File: src/rtl/noc_pkg.sv
// Shared NoC definitions: flit layout, counter helper and the per-cycle
// flow-control event bundle used by the egress stage.
package noc_pkg;

    localparam int unsigned FLIT_WIDTH_DEFAULT = 64;

    localparam int unsigned DEST_X_MSB = 63;
    localparam int unsigned DEST_X_LSB = 56;
    localparam int unsigned DEST_Y_MSB = 55;
    localparam int unsigned DEST_Y_LSB = 48;

    localparam int unsigned CREDIT_W = 8;

    // Widest telemetry counter the helper below can serve.
    localparam int unsigned SAT_W = 64;
    typedef logic [SAT_W-1:0] sat_word_t;

    // Link handshake for one cycle: a flit moves on the link when pop=1,
    // which requires the FIFO to be non-empty and link_ok=1. link_ok is the
    // downstream ready in ready mode and "credits available" in credit mode.
    // The stage accepts from the crossbar when push=1 (valid_in && !full).
    typedef struct packed {
        logic push;
        logic pop;
        logic link_ok;
    } fc_evt_t;

    function automatic sat_word_t sat_inc(input sat_word_t value,
                                          input sat_word_t limit,
                                          input logic      en);
        sat_word_t result;
        result = value;
        if (en && (value != limit)) begin
            result = value + sat_word_t'(1);
        end
        return result;
    endfunction

endpackage

File: src/rtl/noc_sync_fifo.sv
// Single-clock FIFO with registered storage; the head entry drives rd_data_o
// directly, so a written word is visible the cycle after the write.
module noc_sync_fifo #(
    parameter int unsigned WIDTH = 64,
    parameter int unsigned DEPTH = 4
) (
    input  logic                     clk,
    input  logic                     rst_n,
    input  logic                     push_i,
    input  logic [WIDTH-1:0]         wr_data_i,
    input  logic                     pop_i,
    output logic [WIDTH-1:0]         rd_data_o,
    output logic                     full_o,
    output logic                     empty_o,
    output logic [$clog2(DEPTH):0]   count_o
);

    localparam int unsigned AW = $clog2(DEPTH);

    logic [WIDTH-1:0] mem_q [DEPTH];
    logic [AW-1:0]    wr_ptr_q, wr_ptr_d;
    logic [AW-1:0]    rd_ptr_q, rd_ptr_d;
    logic [AW:0]      count_q, count_d;
    logic             do_push;
    logic             do_pop;

    assign full_o    = (count_q == (AW+1)'(DEPTH));
    assign empty_o   = (count_q == '0);
    assign count_o   = count_q;
    assign rd_data_o = mem_q[rd_ptr_q];

    // Guarding here keeps the FIFO safe even if a caller forgets to.
    assign do_push = push_i && !full_o;
    assign do_pop  = pop_i && !empty_o;

    always_comb begin
        wr_ptr_d = wr_ptr_q;
        rd_ptr_d = rd_ptr_q;
        count_d  = count_q;
        if (do_push) begin
            wr_ptr_d = wr_ptr_q + AW'(1);
        end
        if (do_pop) begin
            rd_ptr_d = rd_ptr_q + AW'(1);
        end
        case ({do_push, do_pop})
            2'b10:   count_d = count_q + (AW+1)'(1);
            2'b01:   count_d = count_q - (AW+1)'(1);
            default: count_d = count_q;
        endcase
    end

    always_ff @(posedge clk or negedge rst_n) begin
        if (!rst_n) begin
            for (int i = 0; i < int'(DEPTH); i++) begin
                mem_q[i] <= '0;
            end
            wr_ptr_q <= '0;
            rd_ptr_q <= '0;
            count_q  <= '0;
        end else begin
            if (do_push) begin
                mem_q[wr_ptr_q] <= wr_data_i;
            end
            wr_ptr_q <= wr_ptr_d;
            rd_ptr_q <= rd_ptr_d;
            count_q  <= count_d;
        end
    end

endmodule

File: src/rtl/noc_egress_fc_stage.sv
// Per-output-port egress stage: buffers crossbar flits and drives the link
// with ready or credit flow control, keeping occupancy and stall telemetry.
module noc_egress_fc_stage
    import noc_pkg::*;
#(
    parameter int unsigned FLIT_WIDTH = FLIT_WIDTH_DEFAULT,
    parameter int unsigned DEPTH      = 4,
    parameter int unsigned USE_CREDIT = 0,
    parameter int unsigned CREDIT_MAX = 4,
    parameter int unsigned CNT_W      = 32
) (
    input  logic                     clk,
    input  logic                     reset,
    input  logic [FLIT_WIDTH-1:0]    flit_in,
    input  logic                     valid_in,
    output logic                     ready_out,
    output logic [FLIT_WIDTH-1:0]    flit_out,
    output logic                     valid_out,
    input  logic                     ready_in,
    input  logic                     credit_in,
    output logic [CREDIT_W-1:0]      credit_level,
    output logic [$clog2(DEPTH):0]   occupancy,
    output logic [$clog2(DEPTH):0]   peak_occupancy,
    output logic [CNT_W-1:0]         flits_in_count,
    output logic [CNT_W-1:0]         flits_out_count,
    output logic [CNT_W-1:0]         stall_bp_count,
    output logic [CNT_W-1:0]         stall_full_count
);

    localparam int unsigned           OCC_W       = $clog2(DEPTH) + 1;
    localparam logic [CREDIT_W-1:0]   CREDIT_FULL = CREDIT_W'(CREDIT_MAX);
    localparam logic [CNT_W-1:0]      CNT_ONES    = '1;

    generate
        if (DEPTH < 2 || DEPTH > 64 || (DEPTH & (DEPTH - 1)) != 0) begin : g_bad_depth
            $error("noc_egress_fc_stage: DEPTH must be a power of two in 2..64");
        end
        if (CREDIT_MAX < 1 || CREDIT_MAX > 255) begin : g_bad_credit
            $error("noc_egress_fc_stage: CREDIT_MAX must be in 1..255");
        end
        if (CNT_W < 1 || CNT_W > SAT_W) begin : g_bad_cnt
            $error("noc_egress_fc_stage: CNT_W must be in 1..64");
        end
    endgenerate

    logic                 fifo_full;
    logic                 fifo_empty;
    logic [OCC_W-1:0]     fifo_count;
    fc_evt_t              evt;

    logic [CREDIT_W-1:0]  credits_q, credits_d;
    logic [OCC_W-1:0]     occ_next;
    logic [OCC_W-1:0]     peak_q, peak_d;
    logic [CNT_W-1:0]     in_cnt_q, in_cnt_d;
    logic [CNT_W-1:0]     out_cnt_q, out_cnt_d;
    logic [CNT_W-1:0]     bp_cnt_q, bp_cnt_d;
    logic [CNT_W-1:0]     full_cnt_q, full_cnt_d;

    function automatic logic [CNT_W-1:0] bump(input logic [CNT_W-1:0] value,
                                              input logic             en);
        return CNT_W'(sat_inc(SAT_W'(value), SAT_W'(CNT_ONES), en));
    endfunction

    noc_sync_fifo #(
        .WIDTH (FLIT_WIDTH),
        .DEPTH (DEPTH)
    ) u_fifo (
        .clk       (clk),
        .rst_n     (reset),
        .push_i    (evt.push),
        .wr_data_i (flit_in),
        .pop_i     (evt.pop),
        .rd_data_o (flit_out),
        .full_o    (fifo_full),
        .empty_o   (fifo_empty),
        .count_o   (fifo_count)
    );

    always_comb begin
        evt         = '0;
        evt.link_ok = (USE_CREDIT != 0) ? (credits_q != '0) : ready_in;
        evt.push    = valid_in && !fifo_full;
        evt.pop     = !fifo_empty && evt.link_ok;
    end

    always_comb begin
        occ_next = fifo_count;
        case ({evt.push, evt.pop})
            2'b10:   occ_next = fifo_count + OCC_W'(1);
            2'b01:   occ_next = fifo_count - OCC_W'(1);
            default: occ_next = fifo_count;
        endcase
        peak_d = (occ_next > peak_q) ? occ_next : peak_q;
    end

    // A returned credit and a pop in the same cycle cancel; a credit that
    // would exceed CREDIT_MAX is dropped.
    always_comb begin
        credits_d = credits_q;
        if (USE_CREDIT != 0) begin
            if (evt.pop && !credit_in) begin
                credits_d = credits_q - CREDIT_W'(1);
            end else if (credit_in && !evt.pop && (credits_q != CREDIT_FULL)) begin
                credits_d = credits_q + CREDIT_W'(1);
            end
        end
    end

    always_comb begin
        in_cnt_d   = bump(in_cnt_q, evt.push);
        out_cnt_d  = bump(out_cnt_q, evt.pop);
        bp_cnt_d   = bump(bp_cnt_q, !fifo_empty && !evt.link_ok);
        full_cnt_d = bump(full_cnt_q, valid_in && fifo_full);
    end

    always_ff @(posedge clk or negedge reset) begin
        if (!reset) begin
            credits_q  <= CREDIT_FULL;
            peak_q     <= '0;
            in_cnt_q   <= '0;
            out_cnt_q  <= '0;
            bp_cnt_q   <= '0;
            full_cnt_q <= '0;
        end else begin
            credits_q  <= credits_d;
            peak_q     <= peak_d;
            in_cnt_q   <= in_cnt_d;
            out_cnt_q  <= out_cnt_d;
            bp_cnt_q   <= bp_cnt_d;
            full_cnt_q <= full_cnt_d;
        end
    end

    assign ready_out        = !fifo_full;
    assign valid_out        = !fifo_empty;
    assign credit_level     = (USE_CREDIT != 0) ? credits_q : CREDIT_FULL;
    assign occupancy        = fifo_count;
    assign peak_occupancy   = peak_q;
    assign flits_in_count   = in_cnt_q;
    assign flits_out_count  = out_cnt_q;
    assign stall_bp_count   = bp_cnt_q;
    assign stall_full_count = full_cnt_q;

endmodule

File: config.mk
export PLATFORM = sky130hd
export DESIGN_NAME = noc_egress_fc_stage
export DESIGN_NICKNAME = d
export VERILOG_FILES = /design/src/rtl/noc_pkg.sv /design/src/rtl/noc_sync_fifo.sv /design/src/rtl/noc_egress_fc_stage.sv
export SDC_FILE = /design/constraint.sdc
export NUM_CORES = 1
export LEC_CHECK = 0
export ABC_CLOCK_PERIOD_IN_PS = 3700
export BUFFER_PORTS_ARGS = -buffer_cell sky130_fd_sc_hd__buf_2
export CORE_UTILIZATION = 33
export CTS_BUF_LIST = sky130_fd_sc_hd__clkbuf_16
export CTS_CLUSTER_SIZE = 12
export DETAILED_ROUTE_END_ITERATION = 16
export PLACE_DENSITY = 0.59
export SLEW_MARGIN = 10
export SYNTH_ARGS = -nofsm -noshare
export SYNTH_HDL_FRONTEND = slang
export SYNTH_HIERARCHICAL = 1
export SYNTH_SLANG_ARGS = --single-unit
File: constraint.sdc
create_clock -name clk -period 3.7 [get_ports clk]
set_clock_uncertainty 0.15 [all_clocks]
set_input_delay 0.925 -clock clk [delete_from_list [all_inputs] [get_ports clk]]
set_output_delay 0.925 -clock clk [all_outputs]
set_load 0.05 [all_outputs]
==> impl_metrics.csv <==
group,metric,value,unit
outcome,outcome,"completed",
floorplan,chipWidth,236,microns
route,first_pass_iters,4,
placement,post-place-ws,0.0683,ns
synthesis,avgSynthCellArea,14.5,sq um
critical_path,r2r-end,"peak_occupancy[1]",
power_and_ir_drop,power_per_cell_area,954,nW/um^2
synthesis,synth-edff-count,0,
placement,finalWeightedCongestion,0.790,
sta,finalSetupTns,0,ns
clock_tree,cts_tree,"done",
synthesis,yosys_warnings,6,
critical_path,crit_type,"register to output port",
worst_hold_path,min_path_type,"input port to asynchronous set/reset pin",
synthesis,synthTopCellsByArea,"dfrtp_1 (54%), mux2_2 (16%), mux4_2 (8.0%)",
critical_path,crit_path_end_kind,"output port",
sta,setup_viol,0,
global_route,first_global_vias,12100,
clock_tree,cts_setup_buffers,0,
power_and_ir_drop,peakVddDrop,0.484,mV
sta,worst_slack,0.310,ns
clock_tree,cts.sinks,394,
critical_path,crit_path_end,"flit_out[34]",
sta,timing.slew.headroom,40.4,%
critical_path,reg2reg_depth,10,
sta,worst_pin_slew,0.895,ns
synthesis,yosys_most_used_dff,"dfrtp_1",
synthesis,yosysTopAreaCellShare,54.4,%
sta,fmax,295,MHz
critical_path,cpMaxStageDelayCell,"dfrtp_4",
route,vias,11300,
synthesis,syn_inst,1251,
clock_tree,holdBufCountCts,0,
clock_tree,cts_resized,0,
route,drc_errors,0,
synthesis,yosysSeqAreaShare,54.4,%
floorplan,fp-row-count,85,
finish,fillCellCount,5082,
clock_tree,cts_buffers,46,
floorplan,core,54000,sq um
clock_tree,clk_latency,0.57,ns
finish,multi_input_area,7760,sq um
floorplan,start_util,33.5,%
global_route,grt_usage,15.2,%
flow_run,cap_violations,0,
critical_path,crit_chain,"buf_4 -> mux4_2 -> buf_2",
critical_path,timing.rr.start,"u_fifo/count_o[0]",
power_and_ir_drop,leakage,9.94,nW
synthesis,postSynth.asyncResetShare,100,%
route,drtIter0Drc,348,
critical_path,cp-start-kind,"register",
synthesis,synth_most_common_cell,"dfrtp_1",
route,routedWlPerCell,18.2,microns
synthesis,ys_top_cells_by_count,"dfrtp_1 (394), mux2_2 (261), xnor2_1 (74)",
clock_tree,cts_buffer_depth,3,
synthesis,yosys.area.top_type,"dfrtp_1",
finish,seq_area,9860,sq um
critical_path,timing.critical_path.fanout_max,14,
synthesis,synth_cell_types,60,
critical_path,worstPathArrival,2.31,ns
placement,dp_hpwl,26700,microns
synthesis,synth_seq_cells,394,
floorplan,dieArea,55800,sq um
floorplan,pin_count,277,
finish,nNetsFinal,1635,
critical_path,crit_required,2.62,ns
sta,finalCriticalPeriod,3.39,ns
synthesis,syn_area,18100,sq um
sta,fin_crit_sh,91.6,%
route,vias_per_cell,4.94,
critical_path,max_stage_delay,0.66,ns
clock_tree,cts_root_buf,"clkbuf_16",
placement,port_buffers,267,
finish,area_growth,20.4,%
sta,rsz0062_at_grt,"no",
critical_path,critPathLaunch,"u_fifo/rd_ptr_q[0]",
sta,finalHoldViolations,0,
route,finalWirelength,41600,microns
sta,slew_violations,0,
clock_tree,clk_pin_slew,0.06,ns
global_route,grt_pass1_wl,68000,microns
clock_tree,cts-htree-levels,2,
global_route,grt_overflow,0,
global_route,grt_max_degree,106,
global_route,antenna_found_initial,4,
floorplan,die_h,236,microns
finish,drive_gt1_share,46.0,%
route,postRouteAntennaNets,0,
critical_path,r2r_slack,0.39,ns
==> cell type report <==
type,count,area share (%)
antenna,3,0.0344
clock inverter,38,1.48
sequential,394,45.2
timing repair buffer,297,7.95
inverter,20,0.344
clock buffer,47,5.39
multi-input combinational,792,35.6
tap,696,3.99
==> cells in the final DEF (no fill, tap or decap), types with 5 or more instances in the layout <==
master | synthesis | layout
nand2_1 | 51 | 51
xor2_1 | 55 | 55
buf_4 | 10 | 17
a31oi_1 | 5 | 5
clkinv_1 | 0 | 6
ha_1 | 13 | 13
and4_1 | 9 | 9
clkinv_2 | 0 | 10
nor2_1 | 31 | 31
a21oi_1 | 6 | 6
nor3_2 | 8 | 9
nand4_1 | 35 | 35
mux4_2 | 64 | 64
xnor2_1 | 74 | 74
and3_1 | 30 | 30
buf_2 | 6 | 266
mux2_2 | 261 | 261
buf_12 | 0 | 13
nand3_1 | 56 | 56
conb_1 | 2 | 8
clkbuf_16 | 0 | 47
dfrtp_1 | 394 | 392
nor3_1 | 11 | 10
inv_1 | 20 | 34
bufinv_16 | 0 | 6
nor4_1 | 8 | 8
==> worst min-delay path by stage <==
stage,startpoint,end,cells after the start
2_1_floorplan,u_fifo/mem_q[100],u_fifo/mem_q[100],1
3_3_place_gp,stall_full_count[10],stall_full_count[10],1
3_5_place_dp,stall_full_count[18],stall_full_count[18],1
4_1_cts,reset,u_fifo/mem_q[150],1
5_1_grt,reset,u_fifo/mem_q[150],1
6_report,reset,flits_out_count[30],1
==> worst max-delay path, delay by kind of cell, from the launching register on <==
family,cells,cell delay (ns)
mux,1,0.54
buf+inv,2,0.55
flops,1,0.66
==> through the flow <==
| stage | total power [mW] | instance area, sq um | hold slack (ns) | utilization [%] | std cells |
|---|---|---|---|---|---|
| finish | 20.8 | 21800 | 0.290 | 40.4 | 2287 |
| CTS | 21.1 | 21800 | 0.304 | 40.3 | 2283 |
| global placement | 16.2 | 20300 | 0.320 | 37.5 | 2198 |
| floorplan | 14.2 | 18100 | 0.325 | - | 1257 |
| detailed placement | 16.5 | 20300 | 0.330 | 37.5 | 2198 |
| global route | 22.0 | 21800 | 0.340 | 40.3 | 2284 |
==> layer usage <==
metal  part of all wire (%)  wire length [microns]  vias up  track usage (%)
li1                       -                      -     5163                -
met1                     45                  18800     5815             20.6
met2                     46                  19000      238             23.4
met3                    6.6                   2760       75             4.33
met4                    2.2                    898        6             4.43
met5                   0.11                     47        -                0
==> cells by family after synthesis <==
group           after synthesis  synth area share, %
xor+xnor                    129                 6.24
compound gates               26                 1.37
mux                         330                 24.5
other cells                   2               0.0415
buf+inv                      71                 3.03
simple gates                284                 9.28
flops                       394                 54.4
fa+ha+maj                    15                 1.12
==> sequential cells by signal, indices dropped and copies added, names as in the netlist <==
register / count
u_fifo/wr_ptr_q: 2
stall_full_count: 32
u_fifo/rd_ptr_q: 2
stall_bp_count: 32
peak_occupancy: 3
u_fifo/mem_q: 256
flits_in_count: 32
u_fifo/count_o: 3
flits_out_count: 32
==> where the power goes <==
part | switching (mW) | internal, mW
logic | 5.56 | 3.75
clock network | 1.80 | 2.71
registers | 1.02 | 5.96
Power figures use the tool's default switching activity.
